### config.mk
export PLATFORM = sky130hd
export DESIGN_NAME = ddr_reset_ctrl
export DESIGN_NICKNAME = d
export VERILOG_FILES = /design/src/rtl/ddr_reset_pkg.sv /design/src/rtl/sync_2ff.sv /design/src/rtl/ddr_reset_ctrl.sv
export SDC_FILE = /design/constraint.sdc
export NUM_CORES = 1
export LEC_CHECK = 0
export BUFFER_PORTS_ARGS = -buffer_cell sky130_fd_sc_hd__buf_2
export CORE_UTILIZATION = 50
export CTS_BUF_LIST = sky130_fd_sc_hd__clkbuf_4
export DETAILED_ROUTE_END_ITERATION = 8
export GPL_ROUTABILITY_DRIVEN = 0
export PLACE_DENSITY = 0.71
export SETUP_SLACK_MARGIN = 0.15
export SKIP_CTS_REPAIR_TIMING = 1
export SLEW_MARGIN = 25
export SYNTH_ARGS = -nofsm -noshare
export SYNTH_HDL_FRONTEND = slang
export SYNTH_SLANG_ARGS = --single-unit
### constraint.sdc
create_clock -name clk_200 -period 3.35 [get_ports clk_200]
set_clock_uncertainty 0.15 [all_clocks]
set_input_delay 0.1675 -clock clk_200 [delete_from_list [all_inputs] [get_ports clk_200]]
set_output_delay 0.1675 -clock clk_200 [all_outputs]
set_load 0.05 [all_outputs]
### src/rtl/ddr_reset_pkg.sv
// ddr_reset_pkg: shared state encoding and default sizing for the DDR reset sequencer
package ddr_reset_pkg;
   typedef enum logic [1:0] {WAIT_LOCK, COUNT, DONE} state_t;
   localparam int COUNTER_MAX_DEF = 9181;
   localparam int COUNTER_WIDTH_DEF = 16;
endpackage

### src/rtl/sync_2ff.sv
// sync_2ff: two-flop synchroniser for a single asynchronous level, reset to 0
module sync_2ff (
   input  logic clk,
   input  logic rst,
   input  logic d,
   output logic q
);
   (* ASYNC_REG = "TRUE" *) logic s1;
   (* ASYNC_REG = "TRUE" *) logic s2;
   always_ff @(posedge clk or posedge rst) begin
      if (rst) begin
         s1 <= 1'b0;
         s2 <= 1'b0;
      end else begin
         s1 <= d;
         s2 <= s1;
      end
   end
   assign q = s2;
endmodule

### src/rtl/ddr_reset_ctrl.sv
// ddr_reset_ctrl: holds DDR sys_rst until MMCM lock has been stable for COUNTER_MAX clk_200 cycles
module ddr_reset_ctrl
   import ddr_reset_pkg::*;
#(
   parameter int COUNTER_MAX = COUNTER_MAX_DEF,
   parameter int COUNTER_WIDTH = COUNTER_WIDTH_DEF
) (
   input  logic                     clk_200,
   input  logic                     sys_rst_i,
   input  logic                     mmcm_locked,
   output logic                     sys_rst_o,
   output logic [COUNTER_WIDTH-1:0] debug_counter
);
   if (COUNTER_MAX < 1 || COUNTER_MAX > 2**COUNTER_WIDTH - 1) begin : g_bad_max
      $fatal(1, "ddr_reset_ctrl: COUNTER_MAX out of range for COUNTER_WIDTH");
   end
   localparam logic [COUNTER_WIDTH-1:0] CMAX = COUNTER_WIDTH'(COUNTER_MAX);
   localparam logic [COUNTER_WIDTH-1:0] ONE = COUNTER_WIDTH'(1);
   state_t state;
   logic [COUNTER_WIDTH-1:0] counter;
   logic locked_s;
   sync_2ff u_lock_sync (
      .clk(clk_200),
      .rst(sys_rst_i),
      .d  (mmcm_locked),
      .q  (locked_s)
   );
   // Release is decided on the same edge the count hits CMAX, so COUNTER_MAX=1 skips COUNT entirely
   always_ff @(posedge clk_200 or posedge sys_rst_i) begin
      if (sys_rst_i) begin
         state     <= WAIT_LOCK;
         counter   <= '0;
         sys_rst_o <= 1'b1;
      end else begin
         case (state)
            WAIT_LOCK: if (locked_s) begin
               counter   <= ONE;
               state     <= (CMAX == ONE) ? DONE : COUNT;
               sys_rst_o <= CMAX != ONE;
            end
            COUNT: if (!locked_s) begin
               state     <= WAIT_LOCK;
               counter   <= '0;
               sys_rst_o <= 1'b1;
            end else begin
               counter <= counter + ONE;
               if (counter + ONE == CMAX) begin
                  state     <= DONE;
                  sys_rst_o <= 1'b0;
               end
            end
            DONE: if (!locked_s) begin
               state     <= WAIT_LOCK;
               counter   <= '0;
               sys_rst_o <= 1'b1;
            end
            default: begin
               state     <= WAIT_LOCK;
               counter   <= '0;
               sys_rst_o <= 1'b1;
            end
         endcase
      end
   end
   assign debug_counter = counter;
endmodule

# ---- Yosys cells after proc, flatten, opt, wreduce, memory -nomap -nowiden
# Index checks and enable logic that the tools add are counted.
dict set report totals {
  reg_bits 21
  output_inout_bits 17
  word_cells 29
}
dict set report op_classes {
  n_addsub 1
  eq_ne 6
  muxes 14
  n_reduce_logical 3
}
# operator count
set ops {}
lappend ops {{16-bit 2-to-1 mux} 3}
lappend ops {{16-bit one-hot mux with 3 select lines} 1}
lappend ops {{16-bit by 1-bit adder with 16-bit output, second input constant} 1}
lappend ops {{16-bit by 14-bit equality test with 1-bit output, second input constant} 1}
lappend ops {{2-bit 2-to-1 mux} 4}
lappend ops {{2-bit one-hot mux with 3 select lines} 1}
lappend ops {{1-bit 2-to-1 mux} 4}
lappend ops {{3-bit != test, second input constant} 1}
lappend ops {{1-bit one-hot mux with 3 select lines} 1}
lappend ops {{3-bit AND reduction} 1}
lappend ops {{2-bit by 1-bit equality test with 1-bit output, second input constant} 1}
lappend ops {{2-bit equality test, second input constant} 1}
lappend ops {{2-bit zero test} 1}
lappend ops {{2-bit by 1-bit != test with 1-bit output, second input constant} 1}
lappend ops {{2-bit != test, second input constant} 1}
lappend ops {{2-bit AND reduction} 1}

# ---- Logic depth before layout (Yosys ltp)
# Gate-level depths: netlist (run 1).
dict set report depth {
  word_depth 5
  mapped_depth 7
  mapped_depth_nobuf 6
}

# ---- Cells and area by module
# From an unflattened synthesis (run 1), not the netlist that was laid out.
dict set report hier_totals {
  hier_cells 141
  area_unflattened_um2 1343.8
}
# module instances cells_per_inst area_per_inst_um2 seq_area_each_um2
set modules_own_cells {}
lappend modules_own_cells {ddr_reset_ctrl 1 138 1290.0 476.7}
lappend modules_own_cells {sync_2ff 1 3 53.8 50.0}

# ---- Worst setup path after synthesis (run 1)
# No wires, ideal clock.
dict set report synth_path {
  path_type {reg-to-reg}
  start {register counter[0] (netlist: debug_counter[0])}
  end {register state[1]}
  setup_ns 0.122
  arrival_time_ns 2.055
  setup_slack_ns 1.024
  path_stages_with_launch 7
  cell_sequence {dfrtp_1 > ha_1 > nand3_2 > o41a_1 > a31oi_1 > a211oi_1 > a32o_1}
}
dict set report synth_between {
  elab_chain_len 4
}
# element line
set synth_lines {}
lappend synth_lines {{start: declaration} ddr_reset_ctrl.sv:20} ;# logic [COUNTER_WIDTH-1:0] counter;
lappend synth_lines {{start signal: assignment} ddr_reset_ctrl.sv:46} ;# counter <= counter + ONE;
lappend synth_lines {{16-bit by 1-bit adder with 16-bit output} ddr_reset_ctrl.sv:47} ;# if (counter + ONE == CMAX) begin
lappend synth_lines {{16-bit by 14-bit equality test with 1-bit output} ddr_reset_ctrl.sv:47}
lappend synth_lines {{3-bit != test (no source line)} --}
lappend synth_lines {{3-bit AND reduction (no source line)} --}
lappend synth_lines {{end signal: assignment} ddr_reset_ctrl.sv:38} ;# state <= (CMAX == ONE) ? DONE : COUNT;
lappend synth_lines {{end: declaration} ddr_reset_ctrl.sv:19} ;# state_t state;
# Every way passes these cells.
# A chain may end at the register's enable or synchronous reset.

# ---- Worst setup path after layout (run 1)
# Ends and elaborated chain as after synthesis.

==> results of run 1 <==
-- flip-flops by register name, summed over array words and instances, names as in the netlist --
| name | cells |
|---|---|
| sys_rst_o | 1 |
| debug_counter | 16 |
| u_lock_sync.s1 | 1 |
| u_lock_sync.q | 1 |
| state | 2 |
-- stage by stage --
step                  util  total power (W)
global placement    0.5649        0.0003361
detailed placement  0.5649        0.0003379
global route        0.5836        0.0004856
CTS                 0.5757        0.0004654
finish              0.5836        0.0004659
floorplan                -        0.0003256
-- worst max path at each step --
stage / from / slack (ps) / to / cells past startpoint
2_1_floorplan: debug_counter[0] / 1020 / state[1] / 6
3_3_place_gp: debug_counter[0] / 1260 / state[1] / 6
3_5_place_dp: debug_counter[0] / 1120 / state[1] / 6
4_1_cts: debug_counter[0] / 1080 / state[1] / 6
5_1_grt: debug_counter[0] / 930 / state[0] / 6
6_report: debug_counter[0] / 1060 / state[1] / 6
-- power by group --
part	total, W	internal [W]	switching, W
clock	0.000132	0.0000447	0.0000872
sequential	0.000272	0.000260	0.0000122
combinational	0.0000619	0.0000180	0.0000439
-- placed cells by master, fill, tap and decap left out, drive strengths merged, types with 3 or more instances in the layout --
master / n
a31oi: 3
buf: 19
o21ai: 21
xnor2: 5
dfrtp: 20
nand2: 15
nor3: 4
clkbuf: 3
a21o: 3
o31ai: 4
inv: 5
nor2: 16
nand4: 4
nor4: 3
a21oi: 6
nand3: 7
-- synth_stat cells (2+ instances only) --
library cell  count  area share
a211oi_1          2       0.011
a21o_1            3       0.016
a21oi_1           5       0.018
a31oi_1           3       0.014
buf_6             5       0.041
clkbuf_1          4       0.011
dfrtp_1          20        0.36
ha_1              2       0.018
inv_1             5       0.014
nand2_1          14       0.038
nand2b_1          2      0.0090
nand3_1           6       0.022
nand4_1           2      0.0090
nand4_4           2       0.031
nor2_1           16       0.043
nor3_1            3       0.011
nor4_4            3       0.046
nor4b_1           2       0.013
o21ai_0          20       0.072
o31ai_1           4       0.022
o41a_1            2       0.016
xnor2_1           5       0.032
xor2_1            2       0.013
-- cell families (layout without fill, tap and decap cells) --
family          after synthesis  after routing
compound gates               47             47
xor+xnor                      7              7
fa+ha+maj                     2              2
buf+inv                      16             30
flops                        21             21
mux                           1              1
simple gates                 56             56
-- layout make-up --
class,count,share of cell area
multi-input cells,113,0.5114
flip-flops and latches,21,0.3547
repair buffers,21,0.07751
well taps,30,0.02527
clock buffers,3,0.01516
inverters,5,0.01264
clock inverters,1,0.003370
-- layer usage --
metal | track usage | part of all wire
met5 | 0 | 0
met1 | 0.3294 | 0.46
met2 | 0.3755 | 0.49
met3 | 0.03611 | 0.043
met4 | 0.07265 | 0.0073
==> results.toml, run 1 <==
[run_status]
status = "finished clean"

[finish]
final_net_count = 170
multi_input_area_um2 = 759.5
syn2layout_area_growth_pct = 6.937
final_cells = 194
design_area_mm2 = 0.001485
drive_above_1_share = 0.2134
fillCellCount = 241
n_antenna_cell = 0
ff_latch_area_um2 = 526.8

[routing]
dr.pass1.iters = 4
post-route-drc-count = 0
vias = 1174
drt_iter0_drc = 33
final_antenna_net_count = 0
wl_per_cell_um = 14.89
wl_um = 2888
via_per_inst = 6.052

[power_and_ir_drop]
p_per_area_mw_per_mm2 = 313.7
vdd_ir_drop_max_mv = 0.2734
p_leak_nw = 0.6719

[worst_hold_path]
min_delay_path_depth = 0
hold_class = "reg -> reg"
hold_start = "u_lock_sync.s1"
min_to = "u_lock_sync.q"

[floorplanning]
core_area_mm2 = 0.002545
start_util = 0.5457
die_w_um = 54.71
io_pins = 20
die_h_um = 54.71
die-area_mm2 = 0.002993
rows = 18

[critical_path]
crit_path_start_kind = "flip-flop"
arrival_ps = 2410
r2r-end = "state[1]"
critical_path_class = "reg -> reg"
reg2regPathDepth = 6
worstPathRequired_ps = 3470
path_cells = "ha_1 -> nand3_2 -> nor4b_1 -> o21ai_1 -> a211oi_1 -> a32o_1"
critPathCaptureType = "flip-flop"
path_buf_inv = 0
cpPeakStageDelay_ps = 520
cp_slowest_cell = "dfrtp_1"
ff2ff_setup_slack_ps = 1060
cp_top_family = "compound AO/OA/AOI/OAI gates"
reg2reg_from = "debug_counter[0]"
crit_fanout = 10

[grt]
grt_pass1_vias = 1078
grt_antenna_before_repair = 0
grt-ovfl-total = 0
grt_pass1_wl_um = 5071
grt_max_degree = 22
grt_use_total = 0.2375

[synth]
synthMuxAreaShare = 0.007207
ys_seq_area_frac = 0.3793
syn_inst = 150
synth_seq_cells = 21
synth_top_family_by_area = "simple AND/OR/NAND/NOR gates"
synth_xor_area_frac = 0.04414
synth_edf_count = 0
ys.flop_type = "dfrtp_1"
synthDistinctLibCells = 41
synth_compound_area_frac = 0.2144
synthAdderAreaFrac = 0.01802
ys.warnings.count = 0
syn_nets = 155
async_flop_share = 1.000
syn_avg_cell_area_um2 = 9.259
synth-simple-area-share = 0.2631
syn_area_mm2 = 0.001389

[timing]
fin_crit_ps = 2293
finalHoldViolations = 0
holdWs_ps = 215.9
relSlewSlack = 0.3686
setup_tns_ps = 0
setup_violations = 0
period_share = 0.6845
fmax_ghz = 0.4361
worstMarginPinSlew_ps = 943.6
worst_slack_ps = 1057
rsz0062_at_grt = "false"
slew_violations = 0

[clock_network]
clock_latency_ps = 320
cts.clk_slew.worst_paths_ps = 130
cts.sinks = 21
cts_tree = "done"
root_buffer = "clkbuf_4"
htreeDepth = 1
clock_path_buffers = 2
cts_buffers = 3

[placement]
pre_cts_ws_ps = 1122
hpwl_um = 2010
dp_cells = 188
placed_area_mm2 = 0.001438
portBuffers = 19

[flow_run]
maxCapViolCount = 0
Power figures use the tool's default switching activity.
==> run 2, diff against run 1 <==
clock period = 2.4 ns   (was 3.35 ns; I/O delays follow)
==> results.toml, run 2 (synthesis results as in run 1) <==
[run_status]
status = "finished clean"

[floorplanning]
rows = 18
io_pins = 20
die_w_um = 54.71
start_util = 0.5457
die_h_um = 54.71
core_area_mm2 = 0.002545
die-area_mm2 = 0.002993

[grt]
grt_antenna_before_repair = 0
grt_pass1_wl_um = 4933
grt_pass1_vias = 1031
grt_max_degree = 22
grt_use_total = 0.2313
grt-ovfl-total = 0

[critical_path]
crit_fanout = 10
path_cells = "ha_1 -> nand3_2 -> o41a_1 -> a31oi_1 -> a211oi_2 -> a32o_1"
reg2regPathDepth = 6
worstPathRequired_ps = 2450
reg2reg_from = "debug_counter[0]"
cp_slowest_cell = "dfrtp_2"
ff2ff_setup_slack_ps = 230
crit_path_start_kind = "flip-flop"
cpPeakStageDelay_ps = 470
arrival_ps = 2220
critical_path_class = "reg -> reg"
critPathCaptureType = "flip-flop"
r2r-end = "state[1]"

[timing]
slew_violations = 0
worstMarginPinSlew_ps = 807.2
rsz0062_at_grt = "true"
finalHoldViolations = 0
fmax_ghz = 0.4606
setup_tns_ps = 0
worst_slack_ps = 228.8
fin_crit_ps = 2171
period_share = 0.9047
setup_violations = 0
relSlewSlack = 0.4613

[power_and_ir_drop]
p_seq_frac = 0.582
p_per_area_mw_per_mm2 = 431.1
power_frac_comb = 0.136
p_sw_frac = 0.2874
p_leak_nw = 0.6826
power_w = 0.0006554
internal-power_w = 0.0004670
vdd_ir_drop_max_mv = 0.3530
p_clk_frac = 0.282
switchingPower_w = 0.0001883

[finish]
final_common_cell = "o21ai_0"
syn2layout_area_growth_pct = 9.460
n_antenna_cell = 0
final_cells = 196
final_cell_mix = "o21ai_0, buf_2, dfrtp_1"
largest_reg_flops = 16
fillCellCount = 231
final_net_count = 172
drive_above_1_share = 0.2530

[routing]
wl_um = 3033
post-route-drc-count = 0
vias = 1168
final_antenna_net_count = 0
via_per_inst = 5.959
wl_per_cell_um = 15.47
dr.pass1.iters = 4
drt_iter0_drc = 44

[clock_network]
cts.clk_slew.worst_paths_ps = 120
cts.sinks = 21
htreeDepth = 1
clock_path_buffers = 2
clock_latency_ps = 300
cts_buffers = 3
cts_tree = "done"
root_buffer = "clkbuf_4"

[worst_hold_path]
hold_start = "u_lock_sync.s1"
min_delay_path_depth = 0
hold_class = "reg -> reg"
min_to = "u_lock_sync.q"

[placement]
portBuffers = 19
hpwl_um = 2105
dp_cells = 190
pre_cts_ws_ps = 253.8

[flow_run]
maxCapViolCount = 0
==> run 2: changes by cell type in the layout (fill, tap and decap cells not counted) <==
cell,previous run,this run
nor3_2,0,1
clkinv_2,1,0
dfrtp_2,0,2
nor3_1,3,2
a211oi_2,0,2
buf_4,0,2
clkbuf_4,3,4
dfrtp_1,20,18
a211oi_1,2,0
==> run 2: area by class of cell <==
cell class / instances / area (um^2) / share of cell area
multi-input combinational: 113 / 774.5 / 0.5095
tap: 30 / 37.54 / 0.02469
sequential: 21 / 529.3 / 0.3481
timing repair buffer: 23 / 130.1 / 0.08560
clock buffer: 4 / 30.03 / 0.01975
inverter: 5 / 18.77 / 0.01235
==> run 2: worst max-delay path by stage <==
stage	end	depth (start not counted)	from
after floorplan	state[1]	6	debug_counter[10]
after global placement	state[0]	6	debug_counter[0]
after detailed placement	state[1]	6	debug_counter[0]
after CTS	state[1]	6	debug_counter[0]
after global routing	state[1]	6	debug_counter[0]
final	state[1]	6	debug_counter[0]
==> run 2: layer usage <==
layer  part of all wire  vias to the layer above  global-route usage  wire [um]
li1                   -                      576                   -          -
met3              0.035                        2             0.03889        105
met1               0.47                      562              0.3215       1431
met5                  0                        -                   0          0
met4             0.0066                        0             0.06410         20
met2               0.49                       28              0.3635       1476
==> run 2: stage by stage <==
stage	util	instance area, um^2	hold slack (ps)
2_1_floorplan	-	1391	-54.35
3_3_place_gp	0.5718	1455	77.57
3_5_place_dp	0.5718	1455	79.31
4_1_cts	0.5836	1485	-237.0
5_1_grt	0.5973	1520	240.2
6_report	0.5973	1520	212.3
==> run 2: worst max-delay path, delay by kind of cell, from the launching register on <==
| kind | cells | cell delay, ps |
|---|---|---|
| flip-flops | 1 | 470 |
| AND/OR/NAND/NOR | 1 | 230 |
| AO/OA/AOI/OAI | 4 | 950 |
| adder cells (fa/ha/maj) | 1 | 270 |
==> run 2: power by group through the flow <==
stage | logic [W] | clock network [W] | registers (W)
after global routing | 0.000100 | 0.000209 | 0.000384
after global placement | 0.0000857 | 0 | 0.000387
after CTS | 0.0000878 | 0.000190 | 0.000382
after floorplan | 0.0000480 | 0 | 0.000408
final | 0.0000892 | 0.000185 | 0.000381
after detailed placement | 0.0000875 | 0 | 0.000388
==> run 3, diff against run 2 <==
CORE_ASPECT_RATIO = 1.1   (was unset)
==> results.toml, run 3 (synthesis results as in run 1) <==
[routing]
final_antenna_net_count = 0
wl_um = 3096
via_per_inst = 6.051
wl_per_cell_um = 15.72
dr.pass1.iters = 4
vias = 1192
post-route-drc-count = 0
drt_iter0_drc = 40

[flow_run]
maxCapViolCount = 0

[timing]
worstMarginPinSlew_ps = 806.7
fmax_ghz = 0.4727
finalHoldViolations = 0
relSlewSlack = 0.4616
fin_crit_ps = 2115
rsz0062_at_grt = "false"
setup_violations = 0
setup_tns_ps = 0
holdWs_ps = 223.1
period_share = 0.8814
slew_violations = 0

[finish]
drive_above_1_share = 0.2470
final_common_cell = "o21ai_0"
final_net_count = 172
syn2layout_area_growth_pct = 9.550
n_antenna_cell = 0
largest_reg_flops = 16
final_cell_mix = "o21ai_0, buf_2, dfrtp_1"
fillCellCount = 235

[power_and_ir_drop]
p_per_area_mw_per_mm2 = 429.4
switchingPower_w = 0.0001995
p_leak_nw = 0.6808
internal-power_w = 0.0004537
vdd_ir_drop_max_mv = 0.3713
power_frac_comb = 0.139
p_seq_frac = 0.585
power_w = 0.0006533
p_sw_frac = 0.3054
p_clk_frac = 0.275

[floorplanning]
core_area_mm2 = 0.002567
rows = 19
io_pins = 20
die_h_um = 57.28
start_util = 0.5409
die_w_um = 52.25
die-area_mm2 = 0.002993

[grt]
grt_pass1_vias = 1109
grt_pass1_wl_um = 5092
grt-ovfl-total = 0
grt_use_total = 0.2298
grt_max_degree = 22
grt_antenna_before_repair = 0

[critical_path]
crit_path_start_kind = "flip-flop"
cpPeakStageDelay_ps = 470
cp_slowest_cell = "dfrtp_2"
path_cells = "ha_1 -> nand3_4 -> o41a_1 -> a31oi_1 -> a211oi_2 -> a32o_1"
crit_fanout = 10
critPathCaptureType = "flip-flop"
worstPathRequired_ps = 2480
arrival_ps = 2190
critical_path_class = "reg -> reg"

[placement]
portBuffers = 19
hpwl_um = 2210

[clock_network]
clock_latency_ps = 320
cts.clk_slew.worst_paths_ps = 130
htreeDepth = 1
clock_path_buffers = 2
cts.sinks = 21
root_buffer = "clkbuf_4"
cts_buffers = 3
cts_tree = "done"

[worst_hold_path]
hold_class = "reg -> reg"

[run_status]
status = "finished clean"
[run 3: cell types whose count changed in the layout (fill, tap and decap cells not counted)]
cell      delta
clkinv_2     +1
a211oi_1     +1
a211oi_2     -1
nand3_2      -1
nand3_4      +1
clkbuf_4     -1
[run 3: final timing paths]
kind / from / to / slack [ps] / cells after the start
min: u_lock_sync.s1 / u_lock_sync.q / 220 / 0
max reg2reg: debug_counter[0] / state[1] / 280 / 6
max in group asynchronous: sys_rst_i / debug_counter[1] / 1230 / 3
min reg2reg: u_lock_sync.s1 / u_lock_sync.q / 220 / 0
max: debug_counter[0] / state[1] / 280 / 6
min in group asynchronous: sys_rst_i / debug_counter[0] / 330 / 3
[run 3: worst max-delay path, delay by kind of cell, from the launching register on]
kind	cells	cell delay (ps)
compound gates	4	920
flops	1	470
fa+ha+maj	1	300
simple gates	1	170
[run 3: layer usage]
| metal | vias to the layer above | global-route usage | share of wire |
|---|---|---|---|
| met5 | - | 0 | 0 |
| met4 | 0 | 0.1241 | 0.027 |
| met3 | 9 | 0.02667 | 0.024 |
| met2 | 23 | 0.3736 | 0.51 |
| met1 | 584 | 0.2944 | 0.44 |
| li1 | 576 | - | - |
[run 3: area by class of cell]
type / count / area, um^2 / area share
Clock inverter: 1 / 5.005 / 0.003289
Inverter: 5 / 18.77 / 0.01234
Tap cell: 31 / 38.79 / 0.02549
Multi-Input combinational cell: 113 / 777.0 / 0.5107
Clock buffer: 3 / 22.52 / 0.01480
Sequential cell: 21 / 529.3 / 0.3479
Timing Repair Buffer: 23 / 130.1 / 0.08553
[run 3: power by group through the flow]
stage	logic [W]	clock network (W)	registers [W]
final	0.0000911	0.000180	0.000382
after global routing	0.000101	0.000199	0.000385
after CTS	0.0000880	0.000186	0.000382
after detailed placement	0.0000877	0	0.000389
after global placement	0.0000855	0	0.000387
after floorplan	0.0000480	0	0.000408
[run 3: stage by stage]
stage,util,cells,instance area (um^2),worst slack [ps]
2_1_floorplan,-,150,1391,234.2
3_3_place_gp,0.5673,191,1456,378.5
3_5_place_dp,0.5673,191,1456,278.8
4_1_cts,0.5780,195,1484,253.1
5_1_grt,0.5926,197,1521,159.0
6_report,0.5926,197,1521,284.6
